`config.mk`:
```
export PLATFORM = sky130hd
export DESIGN_NAME = cond_exec_unit
export DESIGN_NICKNAME = d
export VERILOG_FILES = /design/src/rtl/cond_exec_unit.sv
export SDC_FILE = /design/constraint.sdc
export NUM_CORES = 1
export LEC_CHECK = 0
export ABC_CLOCK_PERIOD_IN_PS = 1800
export CORE_UTILIZATION = 35
export DETAILED_ROUTE_END_ITERATION = 8
export PLACE_DENSITY = 0.86
export SETUP_SLACK_MARGIN = 0.15
export SYNTH_ARGS = -nofsm -noshare
export SYNTH_HDL_FRONTEND = slang
export SYNTH_SLANG_ARGS = --single-unit
```
`constraint.sdc`:
```
create_clock -name clk -period 1.8 [get_ports clk]
set_input_delay 0.18 -clock clk [delete_from_list [all_inputs] [get_ports clk]]
set_output_delay 0.18 -clock clk [all_outputs]
set_load 0.02 [all_outputs]
```
`src/rtl/cond_exec_unit.sv`:
```
// cond_exec_unit: execute-stage condition check, NZCV flag register and
// EX/MEM boundary register for the gated write enables.
// Optional feature macro: COND_EXEC_NV_TRAP_EN adds a sticky undef_trap
// output raised by any valid, non-stalled, non-flushed NV instruction.
module cond_exec_unit #(
  parameter logic [3:0] FLAG_RESET = 4'b0000
) (
  input  logic       clk,
  input  logic       reset_n,
  input  logic       valid_in,
  input  logic       stall,
  input  logic       flush,
  input  logic [3:0] Cond,
  input  logic [1:0] FlagW,
  input  logic [3:0] ALUFlags,
  input  logic       PCS,
  input  logic       RegW,
  input  logic       MemW,
  input  logic       NoWrite,
  output logic       CondEx,
  output logic       PrevC,
  output logic [3:0] Flags,
  output logic       m_valid,
  output logic       m_pc_src,
  output logic       m_reg_write,
  output logic       m_mem_write
`ifdef COND_EXEC_NV_TRAP_EN
  ,
  output logic       undef_trap
`endif
);

  logic n, z, c, v;
  logic go;

  assign {n, z, c, v} = Flags;
  assign PrevC        = Flags[1];
  assign go           = valid_in & CondEx & ~stall & ~flush;

  // Condition decode against the registered flags only (no ALUFlags bypass).
  always_comb begin
    CondEx = 1'b0;
    unique case (Cond)
      4'b0000: CondEx = z;
      4'b0001: CondEx = ~z;
      4'b0010: CondEx = c;
      4'b0011: CondEx = ~c;
      4'b0100: CondEx = n;
      4'b0101: CondEx = ~n;
      4'b0110: CondEx = v;
      4'b0111: CondEx = ~v;
      4'b1000: CondEx = c & ~z;
      4'b1001: CondEx = ~c | z;
      4'b1010: CondEx = (n == v);
      4'b1011: CondEx = (n != v);
      4'b1100: CondEx = ~z & (n == v);
      4'b1101: CondEx = z | (n != v);
      4'b1110: CondEx = 1'b1;
      4'b1111: CondEx = 1'b0;
      default: CondEx = 1'b0;
    endcase
  end

  // NZCV register: the two halves are written independently under FlagW.
  always_ff @(posedge clk) begin
    if (!reset_n) begin
      Flags <= FLAG_RESET;
    end else if (go) begin
      if (FlagW[1]) Flags[3:2] <= ALUFlags[3:2];
      if (FlagW[0]) Flags[1:0] <= ALUFlags[1:0];
    end
  end

  // EX/MEM boundary: flush clears even while stalled; stall otherwise holds.
  always_ff @(posedge clk) begin
    if (!reset_n || flush) begin
      m_valid     <= 1'b0;
      m_pc_src    <= 1'b0;
      m_reg_write <= 1'b0;
      m_mem_write <= 1'b0;
    end else if (!stall) begin
      m_valid     <= valid_in;
      m_pc_src    <= go & PCS;
      m_reg_write <= go & RegW & ~NoWrite;
      m_mem_write <= go & MemW;
    end
  end

`ifdef COND_EXEC_NV_TRAP_EN
  // Sticky trap on an NV instruction that actually reaches the boundary.
  always_ff @(posedge clk) begin
    if (!reset_n)
      undef_trap <= 1'b0;
    else if (valid_in && !stall && !flush && Cond == 4'b1111)
      undef_trap <= 1'b1;
  end
`endif

endmodule
```
==> results.py, run 1 <==
metrics = {
    "routing": {
        "remaining_drc_errors": 0,
        "avgViaCountPerCell": 5.10,
        "wl_met3_um": 55,
        "wl_met2_um": 661,
        "postRouteAntennaNets": 0,
        "wl_met1_um": 554,
        "vias": 535,
        "top_layer": "met4",
        "drt_iter0_drc": 17,
        "drt_pre_antenna_iters": 3,
        "wl_mm": 1.29,
        "wl_per_cell_um": 12.3,
    },
    "sta": {
        "maxSlewViolCount": 0,
        "skew_ns": 0.000373,
        "holdWs_ns": 0.481,
        "max_freq_ghz": 0.571,
        "min_period_ns": 1.75,
        "slew-limit-headroom": 0.779,
        "rsz0062_at_grt": "yes",
        "finalSetupViolCount": 0,
        "fin_crit_sh": 0.973,
        "worstMarginPinSlew_ns": 0.327,
        "hold_violations": 0,
    },
    "logic_synthesis": {
        "synthTopCellsByArea": "dfxtp_1 34%, mux2i_1 13%, nand2_1 6.4%",
        "yosys.area.top_type": "dfxtp_1",
        "yosysTopAreaCellShare": 0.340,
        "synthArstFlopShare": 0,
        "ys_ff_latch": 8,
        "seq_area_frac_synth": 0.340,
        "netlist_instances": 50,
        "synth_edf_count": 0,
        "synth_ff_type": "dfxtp_1",
        "postSynthAreaPerCell_um2": 9.43,
        "netlist_area_um2": 472,
        "synth_cell_type_count": 23,
        "syn_nets": 69,
        "yosysWarnings": 0,
        "synth_common_cells": "8 x dfxtp_1, 8 x nand2_1, 6 x mux2i_1",
    },
    "floorplanning": {
        "die_y_um": 38.7,
        "rows": 12,
        "die_w_um": 38.7,
        "die_area_um2": 1500,
        "num_io_pins": 29,
        "floorplan.initialDensity": 0.403,
        "design.core.area_um2": 1170,
    },
    "setup_path": {
        "crit_type": "reg -> reg",
        "crit_slowest_cell": "mux4_2",
        "path_max_fanout": 5,
        "startpoint_type": "flop",
        "crit_chain": "mux4_2 > buf_6 > mux2i_2 > o211ai_2 > and3b_4 > mux2i_1",
        "required_ns": 1.93,
        "critPathCaptureType": "flop",
        "max_stage_delay_ns": 0.48,
        "arrival_ns": 1.88,
    },
    "global_route": {
        "grt_pass1_wl_mm": 1.93,
        "grt_max_degree": 10,
        "grt_pass1_vias": 504,
        "grtUsageTotal": 0.191,
        "grt_overflow": 0,
        "antenna_found_initial": 0,
    },
    "power_and_ir_drop": {
        "p_switching_uw": 102,
        "peakVddDrop_mv": 0.283,
        "p_seq_frac": 0.424,
        "combPwrFrac": 0.271,
        "total_power_uw": 429,
        "leakage_nw": 0.357,
        "p_int_uw": 327,
        "clockPowerShare": 0.305,
        "power.share.switching": 0.237,
        "powerDensity_nw_per_um2": 483,
    },
    "clock_tree": {
        "cts_buffers": 3,
        "cts_tree": "done",
        "cts_buffer_depth": 2,
        "insertion_delay_ns": 0.24,
        "clk_pin_slew_ns": 0.05,
        "clockRootBuffer": "clkbuf_4",
        "cts.sinks": 8,
        "cts_htree_levels": 1,
        "cts_hold_buf": 0,
    },
    "place": {
        "dp.cells": 101,
        "port_buffers": 28,
        "gp_congestion": 0.677,
        "place_hpwl_mm": 1.01,
    },
    "worst_hold_path": {
        "hold_path_class": "reg -> reg",
    },
    "finish": {
        "fin_nets": 112,
        "drive_gt1_frac": 0.275,
        "syn2layout_area_growth_pct": 88.3,
        "antenna_cells": 0,
        "instances_no_fill": 105,
    },
    "status": {
        "status": "complete, no violations",
    },
    "flow_run": {
        "max_cap_violations": 0,
    },
}
[placed cells by master (no fill, tap or decap), types with 2 or more instances in the layout]
cell type and instances:
dlygate4sd2_1 2, nand2_1 8, clkdlybuf4s50_1 25, inv_1 2, a22oi_1 3, nor2_1 4
xor2_1 2, buf_4 12, mux2i_1 5, dfxtp_1 5, clkbuf_4 3, dfxtp_2 3
and3b_4 2
[metrics by stage]
step	setup WS, ns	TNS, ns	cell area [um^2]	utilization
global placement	-0.495	-2.68	841	0.718
global route	-0.0141	-0.0263	888	0.759
CTS	0.0723	0	870	0.743
finish	0.0482	0	888	0.759
detailed placement	-0.508	-2.77	841	0.718
floorplan	0.168	0	472	-
[power groups by stage]
stage / Clock (mW) / Combinational, mW / Sequential [mW]
after CTS: 0.137 / 0.112 / 0.182
after floorplan: 0 / 0.0370 / 0.189
after global routing: 0.143 / 0.124 / 0.182
final: 0.131 / 0.116 / 0.182
after global placement: 0 / 0.112 / 0.185
after detailed placement: 0 / 0.115 / 0.185
[cell type report]
cell class / instances / area [um^2]
Tap cell: 14 / 17.5
Multi-Input combinational cell: 38 / 308
Timing Repair Buffer: 40 / 369
Clock buffer: 3 / 22.5
Inverter: 2 / 7.51
Fill cell: 91 / 283
Sequential cell: 8 / 164
[cell families after synthesis]
logic type | count (synthesis) | synth area share
multiplexers | 7 | 0.175
buffers and inverters | 4 | 0.0398
XOR/XNOR | 3 | 0.0557
AO/OA/AOI/OAI | 8 | 0.141
flip-flops | 8 | 0.340
AND/OR/NAND/NOR | 20 | 0.249
[registers in the layout, summed over array words and instances (netlist names)]
register and flops:
Flags 4, m_reg_write 1, m_valid 1, m_mem_write 1
m_pc_src 1
[worst paths after layout]
path	start	end	slack [ns]	depth (start not counted)
hold / removal	Flags[3]	Flags[3]	0.48	2
setup reg to reg	Flags[3]	Flags[3]	0.05	6
setup / recovery	Flags[3]	Flags[3]	0.05	6
hold reg to reg	Flags[3]	Flags[3]	0.48	2
[worst max-delay path: cells and delay by family, from the launching register on]
kind	cells	cell delay, ns
and+or+nand+nor	1	0.24
muxes	3	0.78
DFF	1	0.33
AOI/OAI and AO/OA	1	0.16
buffers and inverters	1	0.14
[per-layer routing]
layer | track usage | up-vias
li1 | - | 267
met1 | 0.214 | 249
met2 | 0.346 | 17
met3 | 0.0173 | 2
met4 | 0.103 | 0
met5 | 0 | -
[timing repair]
| action | CTS | global route |
|---|---|---|
| setup buffers | 1 | 0 |
| pin swaps | 4 | 4 |
| resized for setup | 10 | 4 |
| setup endpoints to repair | 8 | 8 |
No activity file was read; power rests on OpenSTA's default activity.
==> inputs of run 2 (changes only) <==
--- a/config.mk
+++ b/config.mk
@@ -6,6 +6,7 @@
 export NUM_CORES = 1
 export LEC_CHECK = 0
 export ABC_CLOCK_PERIOD_IN_PS = 1800
+export CORE_MARGIN = 4
 export CORE_UTILIZATION = 35
 export DETAILED_ROUTE_END_ITERATION = 8
 export PLACE_DENSITY = 0.86
==> results.py, run 2 (synthesis gave the netlist of run 1 again) <==
metrics = {
    "status": {
        "status": "complete, no violations",
    },
    "global_route": {
        "grt_pass1_wl_mm": 1.91,
        "grt_overflow": 0,
        "antenna_found_initial": 0,
        "grt_pass1_vias": 508,
        "grt_max_degree": 10,
        "grtUsageTotal": 0.127,
    },
    "clock_tree": {
        "clk_pin_slew_ns": 0.05,
        "cts_hold_buf": 0,
        "cts.sinks": 8,
        "cts_tree": "done",
        "clockRootBuffer": "clkbuf_4",
        "insertion_delay_ns": 0.25,
        "cts_buffers": 3,
        "cts_htree_levels": 1,
        "cts_buffer_depth": 2,
    },
    "sta": {
        "setup_tns_ns": 0,
        "holdWs_ns": 0.485,
        "rsz0062_at_grt": "yes",
        "slew-limit-headroom": 0.751,
        "setup_slack_ns": 0.0465,
        "skew_ns": 0.00658,
        "maxSlewViolCount": 0,
        "hold_violations": 0,
        "worstMarginPinSlew_ns": 0.368,
        "max_freq_ghz": 0.570,
        "min_period_ns": 1.75,
        "fin_crit_sh": 0.974,
        "finalSetupViolCount": 0,
    },
    "routing": {
        "wl_mm": 1.35,
        "remaining_drc_errors": 0,
        "avgViaCountPerCell": 4.96,
        "drt_pre_antenna_iters": 3,
        "vias": 516,
        "drt_iter0_drc": 6,
        "wl_per_cell_um": 13.0,
        "postRouteAntennaNets": 0,
    },
    "setup_path": {
        "crit_slowest_cell": "mux4_2",
        "path_max_fanout": 5,
        "startpoint_type": "flop",
        "critPathCaptureType": "flop",
        "max_stage_delay_ns": 0.47,
        "crit_chain": "mux4_2 > buf_6 > mux2i_2 > o211ai_4 > and3b_4 > mux2i_1",
        "crit_type": "reg -> reg",
        "arrival_ns": 1.88,
        "required_ns": 1.93,
    },
    "finish": {
        "fin_nets": 111,
        "n_fill_cell": 90,
        "seqCellArea_um2": 164,
        "largest_register_ffs": 4,
        "syn2layout_area_growth_pct": 93.4,
        "antenna_cells": 0,
        "drive_gt1_frac": 0.311,
        "largest-register": "Flags",
        "multi_input_area_um2": 335,
        "layout_commonest_cell": "clkdlybuf4s50_1",
        "final_cell_mix": "25 x clkdlybuf4s50_1, 11 x buf_4, 8 x nand2_1",
    },
    "place": {
        "place_ws_ns": -0.514,
        "port_buffers": 28,
        "place_hpwl_mm": 1.02,
        "gp_congestion": 0.713,
    },
    "floorplanning": {
        "die_w_um": 44.7,
        "rows": 12,
        "floorplan.initialDensity": 0.398,
        "die_y_um": 44.7,
        "die_area_um2": 2000,
        "num_io_pins": 29,
        "design.core.area_um2": 1190,
    },
    "power_and_ir_drop": {
        "powerDensity_nw_per_um2": 478,
        "total_power_uw": 436,
        "leakage_nw": 0.360,
        "peakVddDrop_mv": 0.466,
    },
    "worst_hold_path": {
        "hold_path_class": "in -> reg",
    },
    "flow_run": {
        "max_cap_violations": 0,
    },
}
[run 2: changes by cell type in the layout (fill, tap and decap cells not counted)]
cell / before / now
xor2_1: 2 / 0
xor2_2: 0 / 2
a22oi_1: 3 / 2
a22oi_2: 0 / 1
buf_4: 12 / 11
dlygate4sd2_1: 2 / 1
dlymetal6s2s_1: 0 / 1
nor4b_1: 1 / 0
nor4b_2: 0 / 1
o211ai_2: 1 / 0
o211ai_4: 0 / 1
o21bai_2: 0 / 1
o21bai_4: 1 / 0
[run 2: cell type report]
class / count / area share
well taps: 14 / 0.0192
inverters: 2 / 0.00823
multi-input cells: 38 / 0.368
repair buffers: 39 / 0.401
flip-flops and latches: 8 / 0.180
clock buffers: 3 / 0.0247
[run 2: layer usage]
| layer | up-vias | global-route usage | share of wire |
|---|---|---|---|
| met2 | 18 | 0.235 | 0.51 |
| met1 | 236 | 0.145 | 0.42 |
| met4 | 0 | 0.0361 | 0.0066 |
| li1 | 260 | - | - |
| met3 | 2 | 0.0239 | 0.067 |
| met5 | - | 0 | 0 |
[run 2: final timing paths]
check                                   end  depth (start not counted)  slack (ns)   startpoint
worst min-delay path               Flags[0]                          3        0.49  ALUFlags[0]
worst max register to register     Flags[3]                          6        0.05     Flags[2]
worst min register to register  m_reg_write                          2        0.50  m_reg_write
worst max-delay path               Flags[3]                          6        0.05     Flags[2]
[run 2: what timing repair did]
| item | CTS | global route |
|---|---|---|
| gates resized for setup | 9 | 10 |
| endpoints found under the setup margin | 8 | 8 |
| cloned | 0 | 0 |
| buffers inserted | 1 | 0 |
| pin swaps | 3 | 3 |
[run 2: metrics by stage]
step	area, um^2	util	instances
floorplan	472	-	50
finish	912	0.769	104
detailed placement	833	0.703	100
global placement	833	0.703	100
CTS	863	0.728	104
global route	912	0.769	104
[run 2: report_power, final]
part           internal (mW)  leakage (nW)  switching (mW)  total (mW)
Combinational         0.0731         0.280          0.0485       0.122
Sequential             0.180        0.0662         0.00159       0.182
Clock                 0.0760        0.0138          0.0565       0.132
[run 2: critical path, delay by kind of cell (launching register included)]
family / cells / cell delay (ns)
flip-flops: 1 / 0.33
AO/OA/AOI/OAI: 1 / 0.14
multiplexers: 3 / 0.80
AND/OR/NAND/NOR: 1 / 0.22
buffers and inverters: 1 / 0.14
